## src/rtl/quad_enc_bank.sv

```systemverilog
// Multi-channel quadrature encoder front end: 2-FF sync, gray-code step decode,
// wrap/saturate counters and a scanned display-nibble mux. Optional QENC_GLITCH_FILTER_EN.
module quad_enc_bank #(
  parameter int NUM_CH   = 2,
  parameter int CNT_W    = 8,
  parameter int SAT      = 0,
  parameter int X4       = 1,
  parameter int DIV_W    = 14,
  parameter int FILT_LEN = 8,
  localparam int NUM_DIG = NUM_CH * CNT_W / 4,
  localparam int DIG_W   = (NUM_DIG > 1) ? $clog2(NUM_DIG) : 1
) (
  input  logic                    CLOCK_50,
  input  logic                    reset_n,
  input  logic [NUM_CH-1:0]       enc_a,
  input  logic [NUM_CH-1:0]       enc_b,
  input  logic [NUM_CH-1:0]       clr,
  output logic [NUM_CH-1:0]       cw,
  output logic [NUM_CH-1:0]       ccw,
  output logic [NUM_CH-1:0]       err,
  output logic [NUM_CH*CNT_W-1:0] counts,
  output logic [DIG_W-1:0]        digit,
  output logic [3:0]              disp_digit
);

  localparam logic [CNT_W-1:0] CNT_ONE = CNT_W'(1);

`ifndef QENC_GLITCH_FILTER_EN
  localparam int unused_filt_len = FILT_LEN;
`endif

  logic [NUM_CH-1:0] a_s1_q, a_s2_q, b_s1_q, b_s2_q;

  // Pins idle high, so the synchronisers reset to 1 and release produces no step.
  always_ff @(posedge CLOCK_50 or negedge reset_n) begin
    if (!reset_n) begin
      a_s1_q <= '1;
      a_s2_q <= '1;
      b_s1_q <= '1;
      b_s2_q <= '1;
    end else begin
      a_s1_q <= enc_a;
      a_s2_q <= a_s1_q;
      b_s1_q <= enc_b;
      b_s2_q <= b_s1_q;
    end
  end

  for (genvar c = 0; c < NUM_CH; c++) begin : g_ch
    logic [1:0]       raw;
    logic [1:0]       cur;
    logic [1:0]       prev_q;
    logic [CNT_W-1:0] cnt_q, cnt_d;
    logic             cw_q, cw_d, ccw_q, ccw_d, err_q, err_d;
    logic             fwd, rev, bad, cnt_ok;

    assign raw = {a_s2_q[c], b_s2_q[c]};

`ifdef QENC_GLITCH_FILTER_EN
    localparam int FW = (FILT_LEN > 1) ? $clog2(FILT_LEN) : 1;
    logic [1:0]    filt_q;
    logic [FW-1:0] fcnt_q [2];

    // A pin level is accepted only after it has disagreed with the filtered level FILT_LEN clocks in a row.
    always_ff @(posedge CLOCK_50 or negedge reset_n) begin
      if (!reset_n) begin
        filt_q    <= 2'b11;
        fcnt_q[0] <= '0;
        fcnt_q[1] <= '0;
      end else begin
        for (int p = 0; p < 2; p++) begin
          if (raw[p] == filt_q[p]) begin
            fcnt_q[p] <= '0;
          end else if (fcnt_q[p] == FW'(FILT_LEN - 1)) begin
            filt_q[p] <= raw[p];
            fcnt_q[p] <= '0;
          end else begin
            fcnt_q[p] <= fcnt_q[p] + FW'(1);
          end
        end
      end
    end

    assign cur = filt_q;
`else
    assign cur = raw;
`endif

    always_comb begin
      fwd = 1'b0;
      rev = 1'b0;
      bad = 1'b0;
      case ({prev_q, cur})
        4'b00_10, 4'b10_11, 4'b11_01, 4'b01_00: fwd = 1'b1;
        4'b00_01, 4'b01_11, 4'b11_10, 4'b10_00: rev = 1'b1;
        4'b00_11, 4'b11_00, 4'b01_10, 4'b10_01: bad = 1'b1;
        default:                                fwd = 1'b0;
      endcase
    end

    // In x1 mode only the transition into the detent (00) is counted.
    assign cnt_ok = (X4 != 0) || (cur == 2'b00);

    always_comb begin
      cnt_d = cnt_q;
      cw_d  = 1'b0;
      ccw_d = 1'b0;
      err_d = err_q;
      if (clr[c]) begin
        cnt_d = '0;
        err_d = 1'b0;
      end else if (bad) begin
        err_d = 1'b1;
      end else if (fwd && cnt_ok) begin
        cw_d = 1'b1;
        if ((SAT != 0) && (cnt_q == '1)) begin
          cnt_d = cnt_q;
        end else begin
          cnt_d = cnt_q + CNT_ONE;
        end
      end else if (rev && cnt_ok) begin
        ccw_d = 1'b1;
        if ((SAT != 0) && (cnt_q == '0)) begin
          cnt_d = cnt_q;
        end else begin
          cnt_d = cnt_q - CNT_ONE;
        end
      end else begin
        cnt_d = cnt_q;
      end
    end

    // prev follows the decoder input every cycle, even under clr or an illegal jump.
    always_ff @(posedge CLOCK_50 or negedge reset_n) begin
      if (!reset_n) begin
        prev_q <= 2'b11;
        cnt_q  <= '0;
        cw_q   <= 1'b0;
        ccw_q  <= 1'b0;
        err_q  <= 1'b0;
      end else begin
        prev_q <= cur;
        cnt_q  <= cnt_d;
        cw_q   <= cw_d;
        ccw_q  <= ccw_d;
        err_q  <= err_d;
      end
    end

    assign counts[c*CNT_W +: CNT_W] = cnt_q;
    assign cw[c]                    = cw_q;
    assign ccw[c]                   = ccw_q;
    assign err[c]                   = err_q;
  end

  logic [DIV_W-1:0] div_q;
  logic [DIG_W-1:0] digit_q;

  // Digit index advances on prescaler wrap and folds back after the last digit.
  always_ff @(posedge CLOCK_50 or negedge reset_n) begin
    if (!reset_n) begin
      div_q   <= '0;
      digit_q <= '0;
    end else begin
      div_q <= div_q + DIV_W'(1);
      if (div_q == '1) begin
        if (digit_q == DIG_W'(NUM_DIG - 1)) begin
          digit_q <= '0;
        end else begin
          digit_q <= digit_q + DIG_W'(1);
        end
      end else begin
        digit_q <= digit_q;
      end
    end
  end

  assign digit = digit_q;

  logic [NUM_CH*CNT_W-1:0] vec;

  // Display vector puts channel 0 in the most significant nibbles.
  always_comb begin
    vec = '0;
    for (int c = 0; c < NUM_CH; c++) begin
      vec[(NUM_CH-1-c)*CNT_W +: CNT_W] = counts[c*CNT_W +: CNT_W];
    end
  end

  always_comb begin
    disp_digit = 4'h0;
    for (int d = 0; d < NUM_DIG; d++) begin
      if (digit_q == DIG_W'(d)) begin
        disp_digit = vec[d*4 +: 4];
      end else begin
        disp_digit = disp_digit;
      end
    end
  end

endmodule
```

## config.mk

```make
export PLATFORM = sky130hd
export DESIGN_NAME = quad_enc_bank
export DESIGN_NICKNAME = d
export VERILOG_FILES = /design/src/rtl/quad_enc_bank.sv
export SDC_FILE = /design/constraint.sdc
export NUM_CORES = 1
export LEC_CHECK = 0
export BUFFER_PORTS_ARGS = -buffer_cell sky130_fd_sc_hd__clkbuf_2
export CORE_ASPECT_RATIO = 1.5
export CORE_MARGIN = 1
export CORE_UTILIZATION = 35
export DETAILED_ROUTE_END_ITERATION = 8
export MAX_ROUTING_LAYER = met4
export PLACE_DENSITY_LB_ADDON = 0.2
export SETUP_SLACK_MARGIN = 0.4
export SLEW_MARGIN = 20
export SYNTH_ARGS = -nofsm -noshare
export SYNTH_HDL_FRONTEND = slang
export SYNTH_SLANG_ARGS = --single-unit
```

## constraint.sdc

```tcl
create_clock -name CLOCK_50 -period 6.4 [get_ports CLOCK_50]
set_input_delay 0.64 -clock CLOCK_50 [delete_from_list [all_inputs] [get_ports CLOCK_50]]
set_output_delay 0.64 -clock CLOCK_50 [all_outputs]
set_load 0.1 [all_outputs]
```

==> summary.txt <==
STA
  • Number of pins exceeding their max-slew limit in the final report: 0
  • Post-route fraction of the period consumed by the critical path: 0.434
  • Worst Clk Skew: between 0.01 and 0.015 ns
  • Final hold viol count: 0
  • Aggregate negative setup slack: 0 ns
  • Finish-stage setup viols: 0
  • Worst-margin pin slew: 0.658 ns
  • Final critical-path required period: 2.78 ns
  • Highest achievable clock rate: 360 MHz
  • Max-slew headroom: 0.559
  • RSZ-0062 raised after global routing: false

CTS
  • Clock Pin Slew Worst Setup and Hold Paths: 0.08 ns
  • Number of buffers on the longest clock path: 2
  • Post-CTS repair timing setup buffer count: 0
  • Later-pin clock latency in the skew report: 0.30 ns
  • Count of instances resized after the clock tree is built: 0
  • Clock root buffer: clkbuf_8
  • Post-CTS Hold Buffers: 0
  • Total number of H-tree levels: 2
  • CTS tree: built
  • Number of buffers added by the clock tree synthesis step: 5
  • Number of sinks on the clock net: 50

Critical path
  • Worst path required time: around 5.8 ns
  • Path type of the worst setup path: reg2out
  • Nature of the critical path startpoint: flip-flop
  • Critical path arrival: 2.14 ns
  • Most frequent cell on the critical path: a21oi_1
  • Slowest cell on the critical path: clkbuf_2
  • Critical path endpoint category: output pin
  • Cell chain of the critical path: inv_1 -> ha_1 -> nand3b_1 -> a21oi_1 -> a21oi_1 -> o21ai_0 -> clkbuf_2
  • Highest net fanout along the worst path: 7
  • Crit path largest cell delay: 0.48 ns

Cells and area
  • Number of inserted filler cells in the final layout: 762
  • P&R area growth vs syn: 13.6%
  • Multi-input logic area: 0.00131 mm^2
  • Final cell area excluding filler cells: 0.00302 mm^2
  • Nets@finish: 305
  • Register area: between 0.001 and 0.0015 mm^2
  • Ant diodes: 0
  • Fraction of final layout cells with drive strength greater than 1: 0.229

Yosys
  • Number of flops mapped to enable cells by yosys: 0
  • Synth unique cells: 49
  • Proportion of register bits with asynchronous set or reset after synthesis: 1.00
  • Commonest register cell after synthesis: dfrtp_1
  • Top-count cell post-synth: dfrtp_1
  • Cell area after technology mapping: roughly 0.0027 mm^2
  • Leading post-synthesis cells by instance count: dfrtp_1 (38), xnor2_1 (21), nor2_1 (20)
  • Gate count after technology mapping: 245
  • Share of the yosys chip area belonging to registers: 0.476
  • Post-Syn Area per Cell: 10.8 um^2
  • Fraction of synthesized cell area taken by the top area cell type: 0.358
  • Number of synthesized register bits: 50
  • Post-synth top area cell: dfrtp_1
  • Number of nets produced by synthesis: 272
  • Number of warnings issued by yosys: 0
  • Top post-synthesis cells by area: dfrtp_1 (36%), dfstp_2 (12%), ha_1 (8.0%), xnor2_1 (6.9%), xor2_1 (3.6%)

GRT
  • Via count of the first global-routing pass: 1,804
  • Gr usage total: 0.143
  • Initial antenna violation count: 0
  • Maximum number of pins on one net before global-route repair: ~50
  • Sum of overflow across all layers after global routing: 0
  • First-pass GRT wire length: ~8500 um

Worst hold path
  • Type of the most critical hold path: reg2reg

Detailed routing
  • Detailed-route via count: 1,824
  • Per-cell routed wire length: ~13 um
  • First DRT Iteration DRCs: 58
  • First-pass iteration count of the detailed router: 4
  • Count of unresolved DRC violations after routing: 0
  • Total Wirelength: 4980 um
  • Post-route antenna net violation count: 0
  • Number of vias per cell: 4.81

Floorplanning
  • Core Rows: 38
  • Die W: 73.1 um
  • I/O pins: 36
  • Total core area: 0.00727 mm^2
  • Total Die Area: 0.00795 mm^2
  • Starting density of the core: 0.365
  • Chip height: 109 um

Placement
  • Global placer's final weighted congestion: roughly 0.73
  • Post-detailed-placement half-perimeter wirelength: 3690 um
  • I/O Buffers: 35
  • Placement Cell Area: 0.00290 mm^2

Run status
  • Result of the run: completed

Flow run
  • # Max-Cap Violations: 0

Pwr
  • Power per cell area: 472 mW/mm^2
  • Lkg Pwr: between 1 and 1.5 nW
  • Max VDD drop: 0.210 mV
area by class of cell:
class                   count  share of cell area
repair buffers             36              0.0605
clock buffers               7              0.0286
flip-flops and latches     50               0.419
inverters                   6             0.00746
well taps                 100              0.0414
multi-input cells         179               0.433
clock inverters             1             0.00995
placed cells by master (no fill, tap or decap), drive strengths merged:
cell type / netlist / final
clkbuf: 1 / 42
dfrtp: 38 / 38
xnor2: 22 / 22
nor2: 21 / 21
a21oi: 20 / 20
ha: 17 / 17
nand2: 16 / 16
dfstp: 12 / 12
xor2: 12 / 12
o21ai: 11 / 11
nand3: 9 / 9
inv: 6 / 6
a21o: 5 / 5
a22o: 5 / 5
a211oi: 4 / 4
mux2i: 4 / 4
nor3: 4 / 4
nand4: 3 / 3
and3: 2 / 2
nand3b: 2 / 2
a22oi: 2 / 2
o21bai: 2 / 2
a31oi: 2 / 2
fa: 2 / 2
mux2: 2 / 2
and4: 1 / 1
and2: 1 / 1
nor2b: 1 / 1
nand2b: 1 / 1
nand4b: 1 / 1
o221ai: 1 / 1
o211ai: 1 / 1
o31ai: 1 / 1
and3b: 1 / 1
or4b: 1 / 1
or4: 1 / 1
nor3b: 1 / 1
bufinv: 0 / 1
buf: 9 / 1
critical path, delay by kind of cell, from the launching register on:
kind                     cells  cell delay, ns
buffers and inverters        2            0.57
AO/OA/AOI/OAI                3            0.44
flip-flops                   1            0.40
adder cells (fa/ha/maj)      1            0.25
AND/OR/NAND/NOR              1            0.18
logic make-up after synthesis:
kind of cell | after synthesis | share of synthesized area
AND/OR/NAND/NOR | 66 | 0.127
XOR/XNOR | 34 | 0.118
buffers and inverters | 16 | 0.0320
adder cells (fa/ha/maj) | 19 | 0.0951
flip-flops | 50 | 0.476
AO/OA/AOI/OAI | 54 | 0.128
multiplexers | 6 | 0.0235
sequential cells by signal (all words and copies together) (netlist names):
signal / count
digit: 2
div_q: 14
a_s2_q: 2
g_ch.prev_q: 4
g_ch.err_q: 2
g_ch.cnt_q: 16
g_ch.ccw_q: 2
a_s1_q: 2
b_s1_q: 2
g_ch.cw_q: 2
b_s2_q: 2
power by group:
part	switching, W	internal [W]
registers	0.0000577	0.000362
clock network	0.000102	0.000128
logic	0.000563	0.000212
total	0.000722	0.000702
per-stage QoR:
step / total power [W] / hold WS, ns / utilization / cells / worst slack, ns
final: 0.00142 / 0.358 / 0.415 / 379 / 3.62
after global routing: 0.00152 / 0.364 / 0.415 / 379 / 3.44
after CTS: 0.00144 / 0.361 / 0.415 / 379 / 3.57
after detailed placement: 0.00121 / 0.347 / 0.399 / 371 / 3.71
after global placement: 0.00120 / 0.347 / 0.399 / 371 / 3.76
after floorplan: 0.00108 / 0.344 / - / 245 / 1.83
metal layers:
layer | global-route usage | share of wire | vias up | wire (um)
met2 | 0.250 | 0.52 | 28 | 2570
met3 | 0.0194 | 0.023 | 6 | 117
met4 | 0.0546 | 0.018 | 0 | 89
met1 | 0.164 | 0.44 | 874 | 2210
met5 | - | 0 | - | 0
li1 | - | - | 916 | -
final timing paths:
check	startpoint	end	slack [ns]	cells past startpoint
setup / recovery	digit[1]$_DFFE_PN0N_	disp_digit[2]	3.62	7
hold / removal	a_s1_q[1]$_DFF_PN1_	a_s2_q[1]$_DFF_PN1_	0.36	0
setup reg to reg	g_ch[0].prev_q[0]$_DFF_PN1_	g_ch[0].cnt_q[7]$_DFFE_PN0P_	3.70	8
hold reg to reg	a_s1_q[1]$_DFF_PN1_	a_s2_q[1]$_DFF_PN1_	0.36	0
max in group asynchronous	reset_n	g_ch[0].err_q$_DFFE_PN0P_	5.53	2
min in group asynchronous	reset_n	g_ch[1].cnt_q[5]$_DFFE_PN0P_	0.43	2
Power figures use the tool's default switching activity.
